==> src/rtl/nibble_sub_pkg.sv <==
// nibble_sub_pkg: shared state encoding, slice width and counter sizing for nibble_serial_sub.
package nibble_sub_pkg;

   typedef enum logic [1:0] {IDLE, RUN, FIN} state_t;

   localparam int SLICE_W = 4;

   function automatic int cnt_w(input int n);
      return (n > 1) ? $clog2(n) : 1;
   endfunction

endpackage

==> src/rtl/nibble_serial_sub_rbs_4.sv <==
// rbs_4: combinational 4-bit ripple-borrow subtractor, diff = a - b - bin.
module rbs_4 (
   input  logic [3:0] a,
   input  logic [3:0] b,
   input  logic       bin,
   output logic [3:0] diff,
   output logic       bout
);

   logic [4:0] c;

   always_comb begin
      c    = '0;
      diff = '0;
      c[0] = bin;
      for (int i = 0; i < 4; i++) begin
         diff[i]  = a[i] ^ b[i] ^ c[i];
         c[i+1]   = (~a[i] & b[i]) | (~(a[i] ^ b[i]) & c[i]);
      end
      bout = c[4];
   end

endmodule

==> src/rtl/nibble_serial_sub.sv <==
// nibble_serial_sub: multi-cycle a - b - bin, one 4-bit slice per clock behind start/ready/done.
// Define NIBBLE_SERIAL_SUB_OVF_EN to add the signed-overflow output ovf.
module nibble_serial_sub
   import nibble_sub_pkg::*;
#(
   parameter int WIDTH = 8
) (
   input  logic             clk,
   input  logic             rst_n,
   input  logic             start,
   input  logic [WIDTH-1:0] a,
   input  logic [WIDTH-1:0] b,
   input  logic             bin,
   output logic             ready,
   output logic             done,
   output logic [WIDTH-1:0] diff,
   output logic             borrow
`ifdef NIBBLE_SERIAL_SUB_OVF_EN
   ,
   output logic             ovf
`endif
);

   localparam int N  = WIDTH / SLICE_W;
   localparam int CW = cnt_w(N);

   if ((WIDTH % SLICE_W) != 0 || WIDTH < SLICE_W) begin : g_bad_width
      $error("nibble_serial_sub: WIDTH must be a positive multiple of 4");
   end

   state_t           state, state_nxt;
   logic [WIDTH-1:0] a_sh, b_sh, res_sh, res_nxt;
   logic             br;
   logic [CW-1:0]    cnt;
   logic [3:0]       s_d;
   logic             s_bo;
   logic             last;

   rbs_4 u_rbs (
      .a    (a_sh[3:0]),
      .b    (b_sh[3:0]),
      .bin  (br),
      .diff (s_d),
      .bout (s_bo)
   );

   // result nibbles enter at the MSB end so the final slice lands on top
   always_comb begin
      last      = (cnt == CW'(N - 1));
      res_nxt   = (WIDTH'(s_d) << (WIDTH - SLICE_W)) | (res_sh >> SLICE_W);
      state_nxt = (state == IDLE) ? (start ? RUN : IDLE) :
                  (state == RUN)  ? (last ? FIN : RUN)   : IDLE;
      ready     = (state == IDLE);
      done      = (state == FIN);
   end

   always_ff @(posedge clk or negedge rst_n) begin
      if (!rst_n) begin
         state  <= IDLE;
         a_sh   <= '0;
         b_sh   <= '0;
         res_sh <= '0;
         br     <= 1'b0;
         cnt    <= '0;
         diff   <= '0;
         borrow <= 1'b0;
      end else begin
         state <= state_nxt;
         if (state == IDLE && start) begin
            a_sh <= a;
            b_sh <= b;
            br   <= bin;
            cnt  <= '0;
         end else if (state == RUN) begin
            a_sh   <= a_sh >> SLICE_W;
            b_sh   <= b_sh >> SLICE_W;
            res_sh <= res_nxt;
            br     <= s_bo;
            cnt    <= cnt + CW'(1);
            if (last) begin
               diff   <= res_nxt;
               borrow <= s_bo;
            end
         end
      end
   end

`ifdef NIBBLE_SERIAL_SUB_OVF_EN
   // during the final slice the low nibbles hold the operand sign bits
   always_ff @(posedge clk or negedge rst_n) begin
      if (!rst_n)
         ovf <= 1'b0;
      else if (state == RUN && last)
         ovf <= (a_sh[3] ^ b_sh[3]) & (s_d[3] ^ a_sh[3]);
   end
`endif

endmodule

==> config.mk <==
export PLATFORM = sky130hd
export DESIGN_NAME = nibble_serial_sub
export DESIGN_NICKNAME = d
export VERILOG_FILES = /design/src/rtl/nibble_sub_pkg.sv /design/src/rtl/nibble_serial_sub_rbs_4.sv /design/src/rtl/nibble_serial_sub.sv
export SDC_FILE = /design/constraint.sdc
export NUM_CORES = 1
export LEC_CHECK = 0
export CAP_MARGIN = 20
export CORE_UTILIZATION = 45
export DETAILED_ROUTE_END_ITERATION = 12
export GPL_ROUTABILITY_DRIVEN = 0
export PLACE_DENSITY = 0.67
export SETUP_SLACK_MARGIN = 0.5
export SYNTH_ARGS = -nofsm -noshare
export SYNTH_HDL_FRONTEND = slang
export SYNTH_SLANG_ARGS = --single-unit
export TNS_END_PERCENT = 30
==> constraint.sdc <==
create_clock -name clk -period 2.5 [get_ports clk]
set_input_delay 0.375 -clock clk [delete_from_list [all_inputs] [get_ports clk]]
set_output_delay 0.375 -clock clk [all_outputs]
set_load 0.1 [all_outputs]
==> results.md <==
* Commonest cells in the netlist: 33 x dfrtp_1, 17 x inv_1, 8 x a22o_1, 8 x nor3b_1
* Reg-to-reg endpoint: diff[7]
* Clock Latency Late Sink at 330 ps
* Largest net degree at the start of global routing at 34
* CTS Sinks at 33
* Final setup fails at 0
* First DRT Iteration DRCs at 12
* Vert. Die Dim at 62.0 um
* Gr usage total at 18.6%
* DP Worst Slack at 183 ps
* Clk root buf: clkbuf_4
* Syn_nets at 146
* Worst setup EP type: flip-flop
* I/O pins at 31
* Tcrit/Tclk final at 90.1%
* First-pass GRT wire length at 4940 um
* R2R cell count at 8
* Synth cell types at 24
* ANT cells at 0
* DR pass1 iterations at 4
* Arr. time, crit path at 2480 ps
* Final hold vios at 0
* H-Tree Depth at 2
* CTS tree: built
* Dominant synthesized flop cell: dfrtp_1
* Fill count at 280
* Final setup margin at 246 ps
* Post-synth EDFFs at 0
* WL final at 2910 um
* Worst Path Required at 2730 ps
* Vias in the first global route at 1,060
* Drt drc at 0
* Nets@finish at 179
* Die Wd at 62.0 um
* Total gr overflow at 0
* Area growth, synth to finish at 23.3%
* Max Buffers Root-to-Sink at 2
* Unrepaired setup endpoints after global routing: yes
* R2R Path Start: br
* Slew Limit Fails at 0
* Sequential-to-total area share from yosys stat at 50.9%
* Max-Cap Viols at 0
* FP Rows at 21
* Reg2Reg Setup Slack at 250 ps
* DP Area at 0.00191 mm2
* Slew margin rel. at 56.4%
* Synth Instances at 122
* Final Util at 59.0%
* Status: completed
* Min-delay worst type: in2async
* Flops & latches, synth at 33
* Synthesized cell area at 0.00162 mm2
* Fmax at 0.444 GHz
* Final min period at 2250 ps
* Setup TNS at 0 ps
* Synth area leader: dfrtp_1
* Initial cell density of the core at 47.8%
* Top-count cell post-synth: dfrtp_1
* Final Cell Area at 0.00200 mm2
* Synth top area share at 50.9%
* Die area at 0.00385 mm2
* Worst Skew at 6.19 ps
* Post-synth ARST share at 100%
* Fraction of layout cells with a size suffix above 1 at 29.7%
* WL per Instance at 14.5 um
* Worst-Margin Slew at 654 ps
* Top area cells in the synthesized netlist: dfrtp_1 51%, mux2_4 5.6%, fa_1 4.9%
* DR vias/cell at 5.17
* Detail Route Antenna Nets at 0
* Initial antenna violation count at 0
* Syn Area/Cell at 13.3 um2
* Post-DP HPWL at 2050 um
* Startpoint Class: flip-flop
* Via count at 1,039
* Crit Path Max Fanout at 2
* Core box area at 0.00339 mm2
* Yosys warns at 0
* Clock transition at path regs at 100 ps
* Num CTS Buffers at 5
* Crit Path Class: reg2reg
* PortBufs at 30
## layout by cell type, fill, tap and decap left out, types with 2 or more instances in the layout
cell type        netlist  layout
dfrtp_1               33      33
clkdlybuf4s50_1        0      19
buf_4                  0      16
inv_1                 17      13
a22o_1                 8       8
nor3b_1                8       8
mux2_4                 6       7
nor4b_1                7       7
a211oi_1               7       7
mux2i_1                5       5
clkbuf_4               0       5
inv_2                  0       4
fa_2                   0       3
nand2b_1               2       2
nor4b_2                2       2
a211oi_2               2       2
## layer usage
| metal | vias up | track usage [%] | wire, um |
|---|---|---|---|
| li1 | 492 | - | - |
| met1 | 510 | 22.1 | 1320 |
| met2 | 31 | 29.5 | 1380 |
| met3 | 6 | 7.45 | 157 |
| met4 | 0 | 8.89 | 58 |
| met5 | - | 0 | 0 |
## logic make-up after synthesis
| family | Yosys count | share of synthesized area, % |
|---|---|---|
| fa+ha+maj | 4 | 4.94 |
| buf+inv | 27 | 8.80 |
| compound gates | 19 | 10.6 |
| mux | 14 | 10.7 |
| simple gates | 25 | 14.0 |
| flops | 33 | 50.9 |
## layout make-up
cell class	count	area [um2]	share of cell area (%)
Sequential cell	33	826	41.3
Clock buffer	7	55.1	2.75
Multi-Input combinational cell	62	667	33.4
Inverter	17	63.8	3.19
Timing Repair Buffer	36	330	16.5
Tap cell	46	57.6	2.88
## sequential cells by signal, indices dropped and copies added (netlist names)
signal and flops:
a_sh 8, b_sh 8, diff 8, res_sh 4, state 2, borrow 1, br 1, cnt 1
## worst max path at each step
stage / startpoint / endpoint / slack (ps) / cells past startpoint
2_1_floorplan: state[0] / ready / 200 / 3
3_3_place_gp: b_sh[0] / res_sh[7] / 220 / 8
3_5_place_dp: b_sh[0] / res_sh[7] / 180 / 8
4_1_cts: b_sh[0] / res_sh[7] / 260 / 8
5_1_grt: br / diff[7] / 180 / 8
6_report: br / diff[7] / 250 / 8
## worst max-delay path, cell delays in order, from the launching register on
cell     delay [ps]
dfrtp_1         380
inv_2            70
fa_2            190
inv_2            40
fa_2            350
fa_2            360
inv_2            60
fa_1            410
mux2_4          280
## through the flow
| step | hold slack, ps | cells |
|---|---|---|
| after global placement | 472 | 191 |
| final | 424 | 201 |
| after global routing | 439 | 201 |
| after CTS | 432 | 199 |
| after detailed placement | 481 | 191 |
| after floorplan | 79.4 | 122 |
## what timing repair did
action / 4_1_cts / 5_1_grt
hold buffers: 0 / 0
pin swaps: 1 / 4
setup endpoints to repair: 4 / 4
gates resized for setup: 6 / 2
buffers inserted: 1 / 2
Power is left out: the tool's default activity adds up to more than one toggle a clock period on the data nets, which glitch-free logic cannot reach.
